===== src/rtl/uart_reg_pkg.sv =====
// ---------------------------------------------------------------------------
// uart_reg_pkg
// Shared constants for the UART register responder: FSM state encoding,
// command opcodes, reply codes and a saturating counter helper.
// No ports (package).
// ---------------------------------------------------------------------------
package uart_reg_pkg;

    // FSM state encoding
    localparam logic [2:0] S_IDLE   = 3'd0;
    localparam logic [2:0] S_ADDR   = 3'd1;
    localparam logic [2:0] S_DATA   = 3'd2;
    localparam logic [2:0] S_WR     = 3'd3;
    localparam logic [2:0] S_RD     = 3'd4;
    localparam logic [2:0] S_RDWAIT = 3'd5;
    localparam logic [2:0] S_SEND   = 3'd6;

    // Command opcodes
    localparam logic [7:0] OP_WRITE = 8'h57;  // 'W'
    localparam logic [7:0] OP_READ  = 8'h52;  // 'R'

    // Reply codes
    localparam logic [7:0] REPLY_ACK = 8'h06;
    localparam logic [7:0] REPLY_NAK = 8'h15;

    // Increment that sticks at all-ones instead of wrapping
    function automatic logic [7:0] satInc8(input logic [7:0] val);
        return (val == 8'hFF) ? 8'hFF : val + 8'd1;
    endfunction

endpackage


===== src/rtl/uart_reg_responder_if.sv =====
// ---------------------------------------------------------------------------
// uart_reg_responder_if
// Bundles the UART codec byte handshake and the local register bus seen by
// the responder.
//   Byte receive : ARecvData, ARecvAck           (codec -> responder)
//   Byte send    : ASendData, ASendReq, ASendRdy (responder <-> codec)
//   Register bus : AAddr, AWrData, AWrStrb, ARdStrb (responder -> regs)
//                  ARdData, ARdVld                  (regs -> responder)
// Modports: slave = responder side, master = codec/register side.
// ---------------------------------------------------------------------------
interface uart_reg_responder_if;

    logic [7:0] ARecvData;
    logic       ARecvAck;
    logic [7:0] ASendData;
    logic       ASendReq;
    logic       ASendRdy;
    logic [7:0] AAddr;
    logic [7:0] AWrData;
    logic       AWrStrb;
    logic       ARdStrb;
    logic [7:0] ARdData;
    logic       ARdVld;

    modport slave (
        input  ARecvData, ARecvAck, ASendRdy, ARdData, ARdVld,
        output ASendData, ASendReq, AAddr, AWrData, AWrStrb, ARdStrb
    );

    modport master (
        output ARecvData, ARecvAck, ASendRdy, ARdData, ARdVld,
        input  ASendData, ASendReq, AAddr, AWrData, AWrStrb, ARdStrb
    );

endinterface


===== src/rtl/uart_reg_tmr.sv =====
// ---------------------------------------------------------------------------
// uart_reg_tmr
// Enabled-cycle counter shared by the inter-byte timeout and the read-wait
// timeout of the responder.
//   AClkH, AResetN : clock, asynchronous active-low reset
//   AClkHEn        : clock enable; counter only moves when 1
//   ACntClr        : clear to zero (wins over increment)
//   ACntInc        : count one enabled cycle
//   ALimit         : number of counted cycles that constitutes expiry
//   AHit           : the cycle being counted now is the ALimit-th one
// ---------------------------------------------------------------------------
module uart_reg_tmr #(
    parameter int CWidth = 16
) (
    input  logic              AClkH,
    input  logic              AResetN,
    input  logic              AClkHEn,
    input  logic              ACntClr,
    input  logic              ACntInc,
    input  logic [CWidth-1:0] ALimit,
    output logic              AHit
);

    logic [CWidth-1:0] cnt;

    // Hit is flagged on the cycle that would make the count reach ALimit,
    // so expiry lands on exactly the ALimit-th counted cycle.
    assign AHit = (cnt == ALimit - CWidth'(1));

    always_ff @(posedge AClkH or negedge AResetN) begin
        if (!AResetN) begin
            cnt <= '0;
        end else if (AClkHEn) begin
            if (ACntClr) begin
                cnt <= '0;
            end else if (ACntInc) begin
                cnt <= cnt + CWidth'(1);
            end
        end
    end

endmodule


===== src/rtl/uart_reg_responder.sv =====
// ---------------------------------------------------------------------------
// uart_reg_responder
// Slave end of a host-driven UART debug/config link. Decodes byte commands
//   'W' addr data -> register write, reply ACK
//   'R' addr      -> register read,  reply read data (NAK on read timeout)
//   other opcode  -> reply NAK, error pulse
// and returns exactly one reply byte per command.
//   AClkH, AResetN : clock, asynchronous active-low reset
//   AClkHEn        : clock enable for all state and input sampling
//   ABus           : byte handshake + register bus (slave modport)
//   AErr           : one-enabled-cycle error pulse
//   AErrCnt        : saturating count of error pulses
// ---------------------------------------------------------------------------
module uart_reg_responder
    import uart_reg_pkg::*;
#(
    parameter int                     CTimeoutLen = 16,
    parameter logic [CTimeoutLen-1:0] CTimeoutVal = 16'hFFFF,
    parameter logic [3:0]             CRdWait     = 4'hF
) (
    input  logic                  AClkH,
    input  logic                  AResetN,
    input  logic                  AClkHEn,
    uart_reg_responder_if.slave   ABus,
    output logic                  AErr,
    output logic [7:0]            AErrCnt
);

    logic [2:0] state;
    logic       isWrite;
    logic [7:0] addrReg;
    logic [7:0] wrDataReg;
    logic [7:0] replyReg;

    logic inCmd;       // collecting address/data bytes
    logic canAccept;   // a byte offered now will be taken
    logic overrun;
    logic badOp;
    logic cntInc;
    logic cntClr;
    logic cntHit;
    logic expire;
    logic errNow;
    logic [CTimeoutLen-1:0] cntLimit;

    assign inCmd     = (state == S_ADDR) || (state == S_DATA);
    assign canAccept = (state == S_IDLE) || inCmd;
    assign overrun   = ABus.ARecvAck && !canAccept;
    assign badOp     = (state == S_IDLE) && ABus.ARecvAck &&
                       (ABus.ARecvData != OP_WRITE) && (ABus.ARecvData != OP_READ);

    // One counter serves both timeouts; only one of them can be live.
    assign cntLimit = (state == S_RDWAIT) ? CTimeoutLen'(CRdWait) : CTimeoutVal;
    assign cntInc   = (inCmd && !ABus.ARecvAck) || ((state == S_RDWAIT) && !ABus.ARdVld);
    assign expire   = cntInc && cntHit;
    assign cntClr   = (state == S_IDLE) || (state == S_RD) ||
                      (inCmd && ABus.ARecvAck) || expire;

    // Coincident sources merge into a single pulse and a single increment.
    assign errNow = overrun || badOp || expire;

    uart_reg_tmr #(
        .CWidth (CTimeoutLen)
    ) uTmr (
        .AClkH   (AClkH),
        .AResetN (AResetN),
        .AClkHEn (AClkHEn),
        .ACntClr (cntClr),
        .ACntInc (cntInc),
        .ALimit  (cntLimit),
        .AHit    (cntHit)
    );

    always_ff @(posedge AClkH or negedge AResetN) begin
        if (!AResetN) begin
            state     <= S_IDLE;
            isWrite   <= 1'b0;
            addrReg   <= '0;
            wrDataReg <= '0;
            replyReg  <= '0;
            AErr      <= 1'b0;
            AErrCnt   <= '0;
        end else if (AClkHEn) begin
            AErr <= errNow;
            if (errNow) begin
                AErrCnt <= satInc8(AErrCnt);
            end

            case (state)
                S_IDLE: begin
                    if (ABus.ARecvAck) begin
                        if (badOp) begin
                            replyReg <= REPLY_NAK;
                            state    <= S_SEND;
                        end else begin
                            isWrite <= (ABus.ARecvData == OP_WRITE);
                            state   <= S_ADDR;
                        end
                    end
                end
                S_ADDR: begin
                    // An arriving byte beats a coincident timeout.
                    if (ABus.ARecvAck) begin
                        addrReg <= ABus.ARecvData;
                        state   <= isWrite ? S_DATA : S_RD;
                    end else if (expire) begin
                        state <= S_IDLE;
                    end
                end
                S_DATA: begin
                    if (ABus.ARecvAck) begin
                        wrDataReg <= ABus.ARecvData;
                        state     <= S_WR;
                    end else if (expire) begin
                        state <= S_IDLE;
                    end
                end
                S_WR: begin
                    replyReg <= REPLY_ACK;
                    state    <= S_SEND;
                end
                S_RD: begin
                    state <= S_RDWAIT;
                end
                S_RDWAIT: begin
                    if (ABus.ARdVld) begin
                        replyReg <= ABus.ARdData;
                        state    <= S_SEND;
                    end else if (expire) begin
                        replyReg <= REPLY_NAK;
                        state    <= S_SEND;
                    end
                end
                S_SEND: begin
                    if (ABus.ASendRdy) begin
                        state <= S_IDLE;
                    end
                end
                default: begin
                    state <= S_IDLE;
                end
            endcase
        end
    end

    // Strobes and request are decoded from state so each lasts exactly one
    // enabled cycle (or the whole SEND residency for the request).
    assign ABus.AWrStrb   = (state == S_WR);
    assign ABus.ARdStrb   = (state == S_RD);
    assign ABus.ASendReq  = (state == S_SEND);
    assign ABus.ASendData = replyReg;
    assign ABus.AAddr     = addrReg;
    assign ABus.AWrData   = wrDataReg;

endmodule


===== src/flat_wrapper.sv =====
// flat-port wrapper written by rule: the top's interface ports become plain ports
module uart_reg_responder_flat import uart_reg_pkg::*;
#(
    parameter int                     CTimeoutLen = 16,
    parameter logic [CTimeoutLen-1:0] CTimeoutVal = 16'hFFFF,
    parameter logic [3:0]             CRdWait     = 4'hF
)
  (AClkH, AResetN, AClkHEn, AErr, AErrCnt, ABus_ARecvData, ABus_ARecvAck, ABus_ASendRdy, ABus_ARdData, ABus_ARdVld, ABus_ASendData, ABus_ASendReq, ABus_AAddr, ABus_AWrData, ABus_AWrStrb, ABus_ARdStrb);
  uart_reg_responder_if ABus_i ();
  input  logic AClkH;
  input  logic AResetN;
  input  logic AClkHEn;
  output logic AErr;
  output logic [7:0] AErrCnt;
  input wire logic [$bits(ABus_i.ARecvData)-1:0] ABus_ARecvData;
  input wire logic [$bits(ABus_i.ARecvAck)-1:0] ABus_ARecvAck;
  input wire logic [$bits(ABus_i.ASendRdy)-1:0] ABus_ASendRdy;
  input wire logic [$bits(ABus_i.ARdData)-1:0] ABus_ARdData;
  input wire logic [$bits(ABus_i.ARdVld)-1:0] ABus_ARdVld;
  output wire logic [$bits(ABus_i.ASendData)-1:0] ABus_ASendData;
  output wire logic [$bits(ABus_i.ASendReq)-1:0] ABus_ASendReq;
  output wire logic [$bits(ABus_i.AAddr)-1:0] ABus_AAddr;
  output wire logic [$bits(ABus_i.AWrData)-1:0] ABus_AWrData;
  output wire logic [$bits(ABus_i.AWrStrb)-1:0] ABus_AWrStrb;
  output wire logic [$bits(ABus_i.ARdStrb)-1:0] ABus_ARdStrb;
  assign ABus_i.ARecvData = ABus_ARecvData;
  assign ABus_i.ARecvAck = ABus_ARecvAck;
  assign ABus_i.ASendRdy = ABus_ASendRdy;
  assign ABus_i.ARdData = ABus_ARdData;
  assign ABus_i.ARdVld = ABus_ARdVld;
  assign ABus_ASendData = ABus_i.ASendData;
  assign ABus_ASendReq = ABus_i.ASendReq;
  assign ABus_AAddr = ABus_i.AAddr;
  assign ABus_AWrData = ABus_i.AWrData;
  assign ABus_AWrStrb = ABus_i.AWrStrb;
  assign ABus_ARdStrb = ABus_i.ARdStrb;
  uart_reg_responder #(.CTimeoutLen(CTimeoutLen), .CTimeoutVal(CTimeoutVal), .CRdWait(CRdWait)) u_core (.AClkH(AClkH), .AResetN(AResetN), .AClkHEn(AClkHEn), .ABus(ABus_i), .AErr(AErr), .AErrCnt(AErrCnt));
endmodule

===== config.mk =====
export PLATFORM = sky130hd
export DESIGN_NAME = uart_reg_responder_flat
export DESIGN_NICKNAME = d
export VERILOG_FILES = /design/src/rtl/uart_reg_pkg.sv /design/src/rtl/uart_reg_responder_if.sv /design/src/rtl/uart_reg_tmr.sv /design/src/rtl/uart_reg_responder.sv /design/src/flat_wrapper.sv
export SDC_FILE = /design/constraint.sdc
export NUM_CORES = 1
export LEC_CHECK = 0
export CAP_MARGIN = 10
export CORE_MARGIN = 3
export CORE_UTILIZATION = 38
export CTS_CLUSTER_DIAMETER = 80
export DETAILED_ROUTE_END_ITERATION = 12
export HOLD_SLACK_MARGIN = 0.06
export PLACE_DENSITY_LB_ADDON = 0.05
export REMOVE_ABC_BUFFERS = 1
export SLEW_MARGIN = 20
export SYNTH_ARGS = -nofsm -noshare
export SYNTH_HDL_FRONTEND = slang
export SYNTH_SLANG_ARGS = --single-unit

===== constraint.sdc =====
create_clock -name AClkH -period 3.25 [get_ports AClkH]
set_input_delay 0.65 -clock AClkH [delete_from_list [all_inputs] [get_ports AClkH]]
set_output_delay 0.65 -clock AClkH [all_outputs]
set_load 0.1 [all_outputs]

==> results.sh <==
export IMPL_met2_usage_pct=24.0
export IMPL_rows=31
export IMPL_max_stage_delay_ps=610
export IMPL_seq_area_frac_synth_pct=46.3
export IMPL_reg2reg_slack_ps=730
export IMPL_finalSetupTns_ps=0
export IMPL_synth_cells=291
export IMPL_wire_per_inst_um=14.5
export IMPL_n_fill_cell=735
export IMPL_fin_nets=379
export IMPL_use_met3_pct=4.14
export IMPL_timing_hold_ws_ps=346
export IMPL_path_buf_inv=0
export IMPL_drc_errors=0
export IMPL_async_flop_share_pct=100
export IMPL_r2r_end="u_core.AErrCnt[2]"
export IMPL_via_per_inst=5.20
export IMPL_max_slew_margin_pct=59.0
export IMPL_synth_edf_count=0
export IMPL_gp_congestion=0.787
export IMPL_min_path_type="in -> async"
export IMPL_drive_gt1_share_pct=25.1
export IMPL_syn_cell_area_um2=2860
export IMPL_numCtsBuffers=5
export IMPL_rr_startpoint="u_core.uTmr.cnt[8]"
export IMPL_maxCapViolations=0
export IMPL_final_common_cell="dfrtp_1"
export IMPL_cts_tree="yes"
export IMPL_vias=2355
export IMPL_setup_viol=0
export IMPL_ios=58
export IMPL_ff2ff_path_depth=5
export IMPL_htree_levels=2
export IMPL_cp_end_kind="flip-flop"
export IMPL_drt_iter0_markers=102
export IMPL_drtAntennaViolNets=0
export IMPL_mostFrequentLayoutCells="dfrtp_1 (53), buf_4 (47), nor2_1 (27), mux2_2 (26), nand2_1 (22)"
export IMPL_finalClockSkew_ps=6.67
export IMPL_fin_util_pct=49.1
export IMPL_status="finished, final reports clean"
export IMPL_grt_use_total_pct=15.9
export IMPL_core_um2=7290
export IMPL_post_route_min_period_ps=2520
export IMPL_max_freq_mhz=397
export IMPL_crit_arrival_ps=2720
export IMPL_antennaDiodeCount=0
export IMPL_worstSetupPathType="reg -> reg"
export IMPL_path_clk_slew_ps=90
export IMPL_first_pass_iters=4
export IMPL_cts_resized=0
export IMPL_cts_buffer_depth=2
export IMPL_start_util_pct=39.2
export IMPL_antenna_found_initial=0
export IMPL_rsz0062_at_grt="false"
export IMPL_clock_latency_ps=300
export IMPL_clock_sinks=53
export IMPL_crit_chain="nand4_1 -> or4_4 -> a2111oi_4 -> o21ai_0 -> mux2_2"
export IMPL_required_ps=3450
export IMPL_ys_flop_type="dfrtp_1"
export IMPL_port_buffers=57
export IMPL_syn_area_per_cell_um2=9.83
export IMPL_critical_path_slowest_cell="or4_4"
export IMPL_finalWirelength_um=6550
export IMPL_synth_seq_cells=53
export IMPL_area_delta_synth_final_pct=25.2
export IMPL_grt_max_degree=30
export IMPL_gr_total_overflow=0
export IMPL_crit_family="simple AND/OR/NAND/NOR gates"
export IMPL_period_share_pct=77.4
export IMPL_ys_warn_count=0
export IMPL_die_w_um=92.8
export IMPL_hold_viol_final=0
export IMPL_grt_pass1_vias=2218
export IMPL_die_y_um=92.8
export IMPL_busiest_layer="met2"
export IMPL_die_area_um2=8610
export IMPL_ys_types=52
export IMPL_postCtsSetupBuffers=0
export IMPL_clock_root_buffer="clkbuf_8"
export IMPL_ctsHoldBuffers=0
export IMPL_use_met1_pct=22.5
export IMPL_grt_pass1_wl_um=11000
export IMPL_worst_pin_slew_ps=612
export IMPL_slew_viol_final=0
export IMPL_start_kind="flip-flop"
export IMPL_hpwl_um=4760
export IMPL_worstPathMaxFanout=7
worst max-delay path by stage:
stage	cells past startpoint	slack, ps	from	end
3_3_place_gp	6	440	ABus_ARecvData[3]	u_core.ABus.ASendData[2]
2_1_floorplan	2	-210	u_core.state[2]	ABus_ARdStrb
6_report	5	730	u_core.uTmr.cnt[8]	u_core.AErrCnt[2]
3_5_place_dp	6	420	ABus_ARecvData[3]	u_core.ABus.ASendData[4]
4_1_cts	5	720	u_core.uTmr.cnt[8]	u_core.AErrCnt[2]
5_1_grt	5	540	u_core.uTmr.cnt[8]	u_core.AErrCnt[4]
cell usage after synthesis, drive strengths merged, types with 3 or more instances:
cell type | n | area share (%)
inv | 17 | 2.2
mux2 | 26 | 10
nor3 | 7 | 1.2
o21ai | 17 | 3.0
nor2 | 28 | 3.8
dfrtp | 53 | 46
a21oi | 11 | 2.1
nand2b | 5 | 1.1
o211ai | 3 | 0.79
xor2 | 3 | 0.92
buf | 5 | 1.4
nand2 | 22 | 2.9
nand4 | 8 | 1.7
ha | 3 | 1.3
clkbuf | 7 | 0.92
a31oi | 8 | 1.7
or4 | 3 | 0.92
and3 | 3 | 0.66
nor4 | 5 | 1.1
nand3 | 15 | 2.6
xnor2 | 10 | 3.1
worst register-to-register path: cells and delay by family (launching register included):
kind | cells | cell delay [ps]
multiplexers | 1 | 290
AO/OA/AOI/OAI | 2 | 770
flip-flops | 1 | 460
AND/OR/NAND/NOR | 2 | 880
cells by family after synthesis:
family                   count (synthesis)  share of synthesized area [%]
multiplexers                            27                           10.6
XOR/XNOR                                13                           3.98
AND/OR/NAND/NOR                        108                           19.2
AO/OA/AOI/OAI                           58                           14.1
buffers and inverters                   29                           4.50
flip-flops                              53                           46.3
adder cells (fa/ha/maj)                  3                           1.31
stage by stage:
stage | worst slack (ps) | instance area (um2) | std cells
after detailed placement | 423 | 3480 | 446
after global placement | 435 | 3480 | 446
final | 733 | 3580 | 453
after floorplan | -207 | 2800 | 279
after CTS | 724 | 3580 | 453
after global routing | 542 | 3580 | 453
flip-flops by register name (all words and copies together) (netlist names):
register               cells
u_core.AErr                1
u_core.ABus.AWrData        8
u_core.ABus.AAddr          8
u_core.state               3
u_core.isWrite             1
u_core.ABus.ASendData      8
u_core.AErrCnt             8
u_core.uTmr.cnt           16
final cells by class:
class | instances | area, um2 | share of cell area, %
Clock buffer | 5 | 68.8 | 1.92
Multi-Input combinational cell | 209 | 1410 | 39.3
Clock inverter | 2 | 35.0 | 0.978
Tap cell | 99 | 124 | 3.46
Inverter | 17 | 63.8 | 1.78
Sequential cell | 53 | 1330 | 37.0
Timing Repair Buffer | 68 | 558 | 15.6
metal layers:
layer	wire length (um)	part of all wire (%)	vias up
met2	2900	44	68
met5	0	0	-
li1	-	-	1170
met1	3160	48	1112
met4	74	1.1	0
met3	423	6.5	5
Power is left out: the tool's default activity adds up to more than one toggle a clock period on the data nets, which glitch-free logic cannot reach.
